--- config.mk ---
export PLATFORM = sky130hd
export DESIGN_NAME = full_fn_acc_seq
export DESIGN_NICKNAME = d
export VERILOG_FILES = /design/src/rtl/full_fn_acc_seq.sv
export SDC_FILE = /design/constraint.sdc
export NUM_CORES = 1
export LEC_CHECK = 0
export BUFFER_PORTS_ARGS = -buffer_cell sky130_fd_sc_hd__buf_2
export CORE_MARGIN = 3
export CORE_UTILIZATION = 50
export CTS_BUF_LIST = sky130_fd_sc_hd__clkbuf_2 sky130_fd_sc_hd__clkbuf_4 sky130_fd_sc_hd__clkbuf_8
export DETAILED_ROUTE_END_ITERATION = 6
export GPL_TIMING_DRIVEN = 1
export PLACE_DENSITY = 0.78
export SYNTH_ARGS = -nofsm -noshare
export SYNTH_HDL_FRONTEND = slang
export SYNTH_SLANG_ARGS = --single-unit
--- constraint.sdc ---
create_clock -name clock -period 3.9 [get_ports clock]
set_input_delay 0.39 -clock clock [delete_from_list [all_inputs] [get_ports clock]]
set_output_delay 0.39 -clock clock [all_outputs]
set_load 0.01 [all_outputs]
--- src/rtl/full_fn_acc_seq.sv ---
// Custom-instruction sequencer that streams samples through an external pipelined
// function into an external FP accumulator, and reads back the sum or the sample count.
module full_fn_acc_seq #(
   parameter int FN_LATENCY  = 43,
   parameter int ACC_LATENCY = 8,
   parameter int CNT_W       = 16
) (
   input  logic        clock,
   input  logic        reset,
   input  logic        clk_en,
   input  logic        start,
   input  logic [1:0]  n,
   input  logic [31:0] dataa,
   output logic [31:0] result,
   output logic        done,
   output logic [31:0] fn_x,
   input  logic [31:0] fn_r,
   output logic [31:0] acc_x,
   output logic        acc_n,
   input  logic [31:0] acc_r
);

   typedef enum logic [1:0] {
      IDLE  = 2'd0,
      DRAIN = 2'd1,
      RESP  = 2'd2
   } state_t;

   localparam logic [1:0] OP_READ = 2'd2;

   state_t                state;
   logic [1:0]            op;
   logic [FN_LATENCY-1:0] vld_sr;
   logic [FN_LATENCY-1:0] clr_sr;
   logic [7:0]            inflight;
   logic [7:0]            acc_drain;
   logic [CNT_W-1:0]      sample_cnt;
   logic                  accept;
   logic                  tvld;
   logic                  tclr;
   logic                  drained;

   assign accept  = (state == IDLE) && start && !n[1];
   assign tvld    = vld_sr[FN_LATENCY-1];
   assign tclr    = clr_sr[FN_LATENCY-1];
   assign drained = (inflight == 8'd0) && (acc_drain == 8'd0);

   assign fn_x  = dataa;
   assign acc_x = tvld ? fn_r : 32'h0000_0000;
   assign acc_n = tvld & tclr;

   // Tags travel alongside the external function so the tail knows whether fn_r is a real sample.
   always_ff @(posedge clock) begin
      if (reset) begin
         vld_sr <= '0;
         clr_sr <= '0;
      end else if (clk_en) begin
         vld_sr[0] <= accept;
         clr_sr[0] <= accept && (n == 2'd1);
         for (int i = 1; i < FN_LATENCY; i++) begin
            vld_sr[i] <= vld_sr[i-1];
            clr_sr[i] <= clr_sr[i-1];
         end
      end
   end

   // acc_drain covers the accumulator's own latency after the last sample leaves the function.
   always_ff @(posedge clock) begin
      if (reset) begin
         inflight   <= 8'd0;
         acc_drain  <= 8'd0;
         sample_cnt <= '0;
      end else if (clk_en) begin
         if (accept && !tvld) begin
            inflight <= inflight + 8'd1;
         end else if (!accept && tvld) begin
            inflight <= inflight - 8'd1;
         end

         if (tvld) begin
            acc_drain <= 8'(ACC_LATENCY);
         end else if (acc_drain != 8'd0) begin
            acc_drain <= acc_drain - 8'd1;
         end

         if (tvld) begin
            if (tclr) begin
               sample_cnt <= {{(CNT_W-1){1'b0}}, 1'b1};
            end else if (sample_cnt != {CNT_W{1'b1}}) begin
               sample_cnt <= sample_cnt + 1'b1;
            end
         end
      end
   end

   always_ff @(posedge clock) begin
      if (reset) begin
         state  <= IDLE;
         op     <= 2'd0;
         done   <= 1'b0;
         result <= 32'h0000_0000;
      end else if (clk_en) begin
         case (state)
            IDLE: begin
               if (start) begin
                  op <= n;
                  if (n[1]) begin
                     state <= DRAIN;
                  end else begin
                     state  <= RESP;
                     done   <= 1'b1;
                     result <= 32'h0000_0000;
                  end
               end
            end
            DRAIN: begin
               if (drained) begin
                  state  <= RESP;
                  done   <= 1'b1;
                  result <= (op == OP_READ) ? acc_r : 32'(sample_cnt);
               end
            end
            RESP: begin
               state <= IDLE;
               done  <= 1'b0;
            end
            default: begin
               state <= IDLE;
               done  <= 1'b0;
            end
         endcase
      end
   end

endmodule

**Word-level counts from Yosys, hierarchy flattened**

Index checks and enable logic that the tools add are counted.

- Input bits: 102
- Output and inout bits: 98
- Flip-flop bits (word level): 155

- Bitwise logic cells: 1
- Equality and inequality tests: 7
- Add/sub/neg operators: 4
- Reduce and logical (&&, ||, !) cells: 24
- Mux-type cells: 20

Operators by type and width:

| operator | number |
|---|---|
| $mux 32 | 5 |
| $pmux 32 s2 | 1 |
| $mux 16 | 2 |
| $mux 8 | 4 |
| $add 16x1->16 const B | 1 |
| $logic_not 8->1 | 2 |
| $ne 16x16->1 const B | 1 |
| $sub 8x1->8 const B | 2 |
| $reduce_and 3->1 | 3 |
| $add 8x1->8 const B | 1 |
| $reduce_bool 2->1 | 4 |
| $reduce_bool 8->1 | 1 |
| $logic_and 1x1->1 | 6 |
| $mux 2 | 3 |
| $ne 2x2->1 const B | 3 |
| $reduce_and 5->1 | 1 |
| $eq 2x1->1 const B | 2 |
| $pmux 2 s2 | 1 |
| $reduce_and 2->1 | 2 |
| $reduce_and 4->1 | 1 |
| $logic_not 1->1 | 3 |
| $mux 1 | 3 |
| $eq 2x2->1 const B | 1 |
| $logic_not 2->1 | 1 |
| other kinds (2) | 2 |

**Depth between registers and ports, before layout**

Gate-level depths: netlist (run 1).

- Word-level depth: 7
- Mapped depth: 11
- Mapped depth without buffers: 11

**Least setup slack after synthesis (run 1)**

OpenSTA, ideal clock, no wires.

- Kind: register to register
- From: reg vld_sr[42]
- To: reg inflight[7]
- Library setup time: 121 ps
- Stages on the path, launching flop included: 12
- Period minus slack after synthesis: 2,587 ps
- Required time: 3,779 ps
- Path slack: 1,313 ps
- Buffers on the path: 2
- Arrival: 2,467 ps
- Path through: dfxtp_1 > clkbuf_1 > clkbuf_1 > inv_1 > ha_1 > inv_1 > ha_1 > a21oi_1 > o2111ai_1 > o211ai_1 > mux2i_1 > mux2_2

- Word-level cells in the longest chain between the ends: 4
- Elaborated cells between the ends (all ways): 6
- Those cells by class: mux (1); reduce/logical (5)

Ends and longest elaborated chain:

| what | RTL line | text |
|---|---|---|
| from (decl) | 33 | `logic [FN_LATENCY-1:0] vld_sr;` |
| from (signal, indexed assignment) | 61 | `vld_sr[i] <= vld_sr[i-1];` |
| $logic_not 1->1 | 74 | `if (accept && !tvld) begin` |
| $logic_and 1x1->1 | 74 |  |
| $reduce_bool 2->1 (no source line) | - |  |
| $reduce_and 2->1 (no source line) | - |  |
| to (signal assigned) | 75 | `inflight <= inflight + 8'd1;` |
| to (signal assigned) | 77 | `inflight <= inflight - 8'd1;` |
| to (decl) | 35 | `logic [7:0] inflight;` |

Several ways; a longest one is shown, not always the timed one.
A chain may end at the register's enable or synchronous reset.

**Worst setup path after layout (run 1)**

- From: reg acc_drain[0]
- To: reg result[23]

- Word-level cells in the longest chain between the ends: 4

Ends and longest elaborated chain:

| what | RTL line | text |
|---|---|---|
| from (decl) | 36 | `logic [7:0] acc_drain;` |
| from (signal assigned) | 81 | `acc_drain <= 8'(ACC_LATENCY);` |
| from (signal assigned) | 83 | `acc_drain <= acc_drain - 8'd1;` |
| $logic_not 8->1 | 46 | `assign drained = (inflight == 8'd0) && (acc_drain == 8'd0);` |
| $logic_and 1x1->1 | 46 |  |
| $ne 2x2->1 (no source line) | - |  |
| $reduce_and 5->1 (no source line) | - |  |
| to (signal assigned) | 120 | `result <= (op == OP_READ) ? acc_r : 32'(sample_cnt);` |
| to (decl) | 14 | `output logic [31:0] result,` |

No other way between the ends.

==> results of run 1 <==
==> layout make-up <==
class,instances,area (µm²)
Clock inverter,12,114
Sequential cell,155,3100
Clock buffer,20,269
Fill cell,1138,5570
Timing Repair Buffer,141,726
Tap cell,176,220
Inverter,14,52.6
Multi-Input combinational cell,474,3240
==> cells by family (layout without fill, tap and decap cells) <==
kind of cell | after synthesis | in the layout | share of synthesized area (%)
xor+xnor | 12 | 12 | 1.54
flops | 155 | 155 | 45.6
mux | 108 | 108 | 15.9
buf+inv | 89 | 187 | 6.89
fa+ha+maj | 11 | 11 | 2.13
simple gates | 248 | 248 | 17.7
compound gates | 95 | 95 | 10.2
==> report_power, final <==
group	leakage (nW)	switching [mW]	total (mW)	internal [mW]
Clock	0.186	0.585	1.14	0.550
Sequential	1.25	0.0524	1.69	1.64
Combinational	2.02	0.268	0.495	0.227
==> worst min path at each step <==
stage | endpoint | slack, ns
after detailed placement | result[3]$_SDFFE_PP0P_ | 0.44
final | result[22]$_SDFFE_PP0P_ | 0.16
after CTS | result[20]$_SDFFE_PP0P_ | 0.14
after global routing | result[20]$_SDFFE_PP0P_ | 0.13
after floorplan | inflight[3]$_SDFFE_PP0P_ | 0.44
after global placement | result[9]$_SDFFE_PP0P_ | 0.44
==> cell usage after synthesis (all sizes together) (10+ instances only) <==
cell     instances  area, µm²
inv             14       52.6
o21ai           14       70.1
nor2           117        439
nand3           13       65.1
nand2           30        113
nor3            12       60.1
a22o            17        149
clkbuf          25       93.8
buf             50        323
and2            35        219
mux2i          104       1040
a21oi           20        100
o2bb2ai         16        140
ha              10        125
dfxtp          155       3100
==> registers in the layout, indices dropped and copies added (netlist names) <==
register	count
acc_drain	8
clr_sr	43
done	1
inflight	8
op	2
result	32
sample_cnt	16
state	2
vld_sr	43
==> per-layer routing <==
| layer | GRT usage [%] | up-vias |
|---|---|---|
| li1 | - | 2645 |
| met1 | 22.8 | 2365 |
| met2 | 29.1 | 140 |
| met3 | 5.07 | 17 |
| met4 | 5.25 | 0 |
| met5 | 0 | - |
==> metrics by stage <==
step | power (mW) | cells | worst slack (ns) | util, % | cell area (µm²)
3_5_place_dp | 2.22 | 960 | 1.11 | 55.2 | 7340
6_report | 3.32 | 992 | 1.11 | 58.1 | 7730
2_1_floorplan | 2.14 | 718 | 1.31 | - | 6810
3_3_place_gp | 2.21 | 960 | 1.23 | 55.2 | 7340
5_1_grt | 3.49 | 992 | 0.979 | 58.1 | 7730
4_1_cts | 3.35 | 992 | 1.10 | 58.1 | 7730
==> results.py, run 1 <==
metrics = {
    "outcome": {
        "outcome": "finished clean",
    },
    "route": {
        "dr_total_vias": 5167,
        "drtPass1Iterations": 4,
        "detailroute.wirelength.met3_um": 846,
        "wl_um": 13300,
        "antenna_violating_nets_post_route": 0,
        "dr_wl_met2_um": 6130,
        "drt-wirelength-per-cell_um": 13.4,
        "top_layer": "met4",
        "drt_first_iter_violations": 288,
        "drt-vias-per-instance": 5.21,
        "drc_errors": 0,
        "met1Wirelength_um": 6180,
    },
    "global_routing": {
        "grt_util_all_layers_pct": 17.8,
        "grt_pass1_wl_um": 21900,
        "pin_count_of_the_biggest_net_entering_global_routing": 85,
        "grt_pass1_vias": 4799,
        "grt_overflow": 0,
        "antenna_found_initial": 0,
    },
    "cells_and_area": {
        "final_layout_size_suffix_gt1_share_pct": 22.7,
        "most-common-layout-cells": "dfxtp_1, buf_2, nor2_1, mux2i_1, and2_1",
        "finalNetCount": 916,
        "layout_commonest_cell": "dfxtp_1",
        "areaGrowthSynthToFinish_pct": 13.5,
        "antenna_cells_inserted": 0,
    },
    "yosys": {
        "dominantRegCellSynth": "dfxtp_1",
        "async_reset_ff_share_pct": 0,
        "synth-warning-count": 0,
        "synth_cell_type_count": 57,
        "syn_area_um2": 6810,
        "synth_seq_cells": 155,
        "synth_enable_flop_cells": 0,
        "syn-instance-count": 718,
        "syn_avg_cell_area_um2": 9.48,
        "synth_fp_nets": 831,
        "proportion_of_synthesized_chip_area_in_sequential_cells_pct": 45.6,
    },
    "worst_setup_path": {
        "setup.worst_path.start": "acc_drain[0]$_SDFFE_PP0P_",
        "r2r_slack_ns": 1.11,
        "worstPathCellList": "inv_1 > ha_1 > or3b_2 > or4_4 > a31oi_4 > and4b_1 > a22o_1",
        "timing_worst_setup_path_type": "flop to flop",
        "end_kind": "flop",
        "cp-start-kind": "flop",
        "crit_family": "simple AND/OR/NAND/NOR gates",
        "critical_path_depth": 7,
        "critical_path.n_buffers_inverters": 1,
        "worst-r2r-cell-count": 7,
        "crit-reg2reg-launch": "acc_drain[0]$_SDFFE_PP0P_",
        "critical_path_peak_fanout": 16,
        "worstPathRequired_ns": 4.27,
        "worstReg2RegEnd": "result[23]$_SDFFE_PP0P_",
        "slowest_stage": "and4b_1",
        "critPathCapture": "result[23]$_SDFFE_PP0P_",
        "worst_path_largest_cell_delay_ns": 0.60,
        "worst_ep_arrival_time_ns": 3.17,
    },
    "clock_tree": {
        "clock_tree_from_tritoncts": "yes",
        "htree_num_levels": 4,
        "cts_max_path_buffers": 2,
        "cts_root_buffer": "clkbuf_8",
        "cts_inserted_buffers": 17,
        "clock_insertion_delay_worst_skew_ns": 0.44,
        "clock_sink_count": 155,
        "post-cts-setup-buffer-count": 0,
        "cts.clk_slew.worst_paths_ns": 0.08,
        "hold_bufs_at_cts": 0,
        "post_cts_resized": 0,
    },
    "min_path": {
        "worst_hold_path.num_cells": 2,
        "min-delay-start": "acc_r[22]",
        "worst_hold_path_type": "input port to flop",
    },
    "sta": {
        "max-slew-margin-rel_pct": 29.3,
        "timing.hold.ws_ns": 0.164,
        "period_needed_ns": 2.79,
        "finalHoldViolCount": 0,
        "worstMarginPinSlew_ns": 1.06,
        "grt_setup_unrepaired": "false",
        "timing.setup.tns_ns": 0,
        "finalClockSkew_ns": 0.00827,
        "max_freq_mhz": 358,
        "final-max-slew-violation-count": 0,
        "timing.final.crit_share_pct": 71.6,
        "final_setup_fails": 0,
    },
    "floorplan": {
        "placementRows": 42,
        "top_level_ports": 200,
        "die_y_um": 123,
        "design.die.area_um2": 15100,
        "chipWidth_um": 123,
        "floorplan.initialDensity_pct": 51.2,
        "core_area_um2": 13300,
    },
    "place": {
        "hpwl_um": 9370,
        "gp_congestion": 0.838,
        "port-buffer-count": 135,
    },
    "run": {
        "max-cap-violations": 0,
    },
    "power": {
        "ir_drop_mv": 0.209,
        "power_density_nw_per_um2": 430,
        "power.static_leakage_nw": 3.46,
    },
}
Power figures use the tool's default switching activity.
==> inputs of run 2 (changes only) <==
==> constraint.sdc (replaced) <==
create_clock -name clock -period 2.82 [get_ports clock]
set_input_delay 0.282 -clock clock [delete_from_list [all_inputs] [get_ports clock]]
set_output_delay 0.282 -clock clock [all_outputs]
set_load 0.01 [all_outputs]
==> results.py, run 2 (synthesis gave the netlist of run 1 again) <==
metrics = {
    "outcome": {
        "outcome": "finished clean",
    },
    "min_path": {
        "terminating_pin_of_the_worst_hold_path": "result[20]$_SDFFE_PP0P_",
        "min-delay-start": "acc_r[20]",
        "worst_hold_path_type": "input port to flop",
        "worst_hold_path.num_cells": 2,
    },
    "sta": {
        "max_freq_mhz": 382,
        "finalClockSkew_ns": 0.0121,
        "grt_setup_unrepaired": "false",
        "finalHoldViolCount": 0,
        "final-max-slew-violation-count": 0,
        "final_setup_fails": 0,
        "worstMarginPinSlew_ns": 0.811,
        "timing.setup.tns_ns": 0,
        "max-slew-margin-rel_pct": 45.2,
        "timing.hold.ws_ns": 0.0399,
        "timing.final.crit_share_pct": 92.9,
        "period_needed_ns": 2.62,
        "worst_slack_ns": 0.201,
    },
    "clock_tree": {
        "cts.clk_slew.worst_paths_ns": 0.08,
        "cts_inserted_buffers": 17,
        "post-cts-setup-buffer-count": 0,
        "cts_max_path_buffers": 2,
        "hold_bufs_at_cts": 0,
        "clock_sink_count": 155,
        "clock_insertion_delay_worst_skew_ns": 0.45,
        "clock_tree_from_tritoncts": "yes",
        "post_cts_resized": 0,
        "htree_num_levels": 4,
        "cts_root_buffer": "clkbuf_8",
    },
    "worst_setup_path": {
        "worstPathRequired_ns": 3.19,
        "timing_worst_setup_path_type": "flop to flop",
        "end_kind": "flop",
        "worstReg2RegEnd": "result[2]$_SDFFE_PP0P_",
        "critical_path_peak_fanout": 16,
        "crit-reg2reg-launch": "acc_drain[0]$_SDFFE_PP0P_",
        "cp-start-kind": "flop",
        "r2r_slack_ns": 0.20,
        "worst_ep_arrival_time_ns": 2.99,
        "worst-r2r-cell-count": 7,
    },
    "cells_and_area": {
        "layout_commonest_cell": "dfxtp_1",
        "multiInputGateArea_um2": 3240,
        "largest_registers": "clr_sr (43), vld_sr (43), result (32)",
        "finalNetCount": 919,
        "seqCellArea_um2": 3100,
        "areaGrowthSynthToFinish_pct": 14.3,
        "antenna_cells_inserted": 0,
        "final_layout_size_suffix_gt1_share_pct": 23.0,
        "fillCellCount": 1135,
        "most-common-layout-cells": "dfxtp_1, buf_2, nor2_1, mux2i_1, and2_1",
    },
    "route": {
        "wl_um": 13800,
        "drtPass1Iterations": 7,
        "drt-wirelength-per-cell_um": 13.8,
        "antenna_violating_nets_post_route": 0,
        "drt_first_iter_violations": 288,
        "drc_errors": 0,
        "drt-vias-per-instance": 5.23,
        "dr_total_vias": 5200,
    },
    "place": {
        "place_ws_ns": 0.199,
        "gp_congestion": 0.815,
        "port-buffer-count": 135,
        "hpwl_um": 9330,
    },
    "floorplan": {
        "chipWidth_um": 123,
        "core_area_um2": 13300,
        "die_y_um": 123,
        "top_level_ports": 200,
        "floorplan.initialDensity_pct": 51.2,
        "design.die.area_um2": 15100,
        "placementRows": 42,
    },
    "global_routing": {
        "antenna_found_initial": 0,
        "pin_count_of_the_biggest_net_entering_global_routing": 85,
        "grt_util_all_layers_pct": 18.2,
        "grt_pass1_wl_um": 22400,
        "grt_overflow": 0,
        "grt_pass1_vias": 4845,
    },
    "power": {
        "ir_drop_mv": 0.350,
        "power_density_nw_per_um2": 598,
        "power.static_leakage_nw": 3.50,
    },
    "run": {
        "max-cap-violations": 0,
    },
}
[run 2: cell count changes in the layout (fill, tap and decap cells not counted)]
cell,change
buf_4,+1
clkbuf_8,+1
buf_12,+2
inv_6,-1
clkinv_4,+1
clkinvlp_4,-2
inv_8,+1
[run 2: layout make-up]
class	instances	area share, %
flip-flops and latches	155	39.9
clock buffers	21	3.63
inverters	14	0.675
clock inverters	11	1.41
well taps	176	2.83
repair buffers	144	9.93
multi-input cells	474	41.7
[run 2: worst max path at each step]
stage,from,cells after the start,slack [ns],endpoint
finish,acc_drain[0]$_SDFFE_PP0P_,7,0.20,result[2]$_SDFFE_PP0P_
CTS,acc_drain[1]$_SDFFE_PP0P_,7,0.18,result[2]$_SDFFE_PP0P_
floorplan,vld_sr[42]$_SDFFE_PP0P_,11,0.23,inflight[7]$_SDFFE_PP0P_
global route,acc_drain[0]$_SDFFE_PP0P_,7,0.01,result[15]$_SDFFE_PP0P_
detailed placement,acc_drain[0]$_SDFFE_PP0P_,7,0.20,result[2]$_SDFFE_PP0P_
global placement,acc_drain[0]$_SDFFE_PP0P_,7,0.27,result[13]$_SDFFE_PP0P_
[run 2: through the flow]
stage	power (mW)	std cells	util, %	area [µm²]
2_1_floorplan	2.96	718	-	6810
3_3_place_gp	3.06	963	55.6	7390
3_5_place_dp	3.07	963	55.6	7390
4_1_cts	4.68	995	58.6	7780
5_1_grt	4.88	995	58.6	7780
6_report	4.65	995	58.6	7780
[run 2: per-layer routing]
metal | track usage [%] | routed length [µm] | vias to the layer above
met2 | 29.1 | 6270 | 155
met1 | 23.6 | 6450 | 2382
li1 | - | - | 2648
met5 | 0 | 0 | -
met4 | 5.18 | 149 | 0
met3 | 5.90 | 898 | 15
[run 2: critical path, cell delays in order (launching register included)]
cell,delay [ns]
dfxtp_1,0.31
inv_1,0.10
ha_1,0.15
or3b_2,0.49
or4_4,0.54
a31oi_4,0.28
nand4_2,0.39
o2bb2ai_1,0.28
[run 2: report_power, final]
part	internal, mW	total [mW]	switching [mW]
logic	0.321	0.698	0.377
clock network	0.790	1.62	0.829
registers	2.27	2.34	0.0718
total	3.38	4.65	1.28
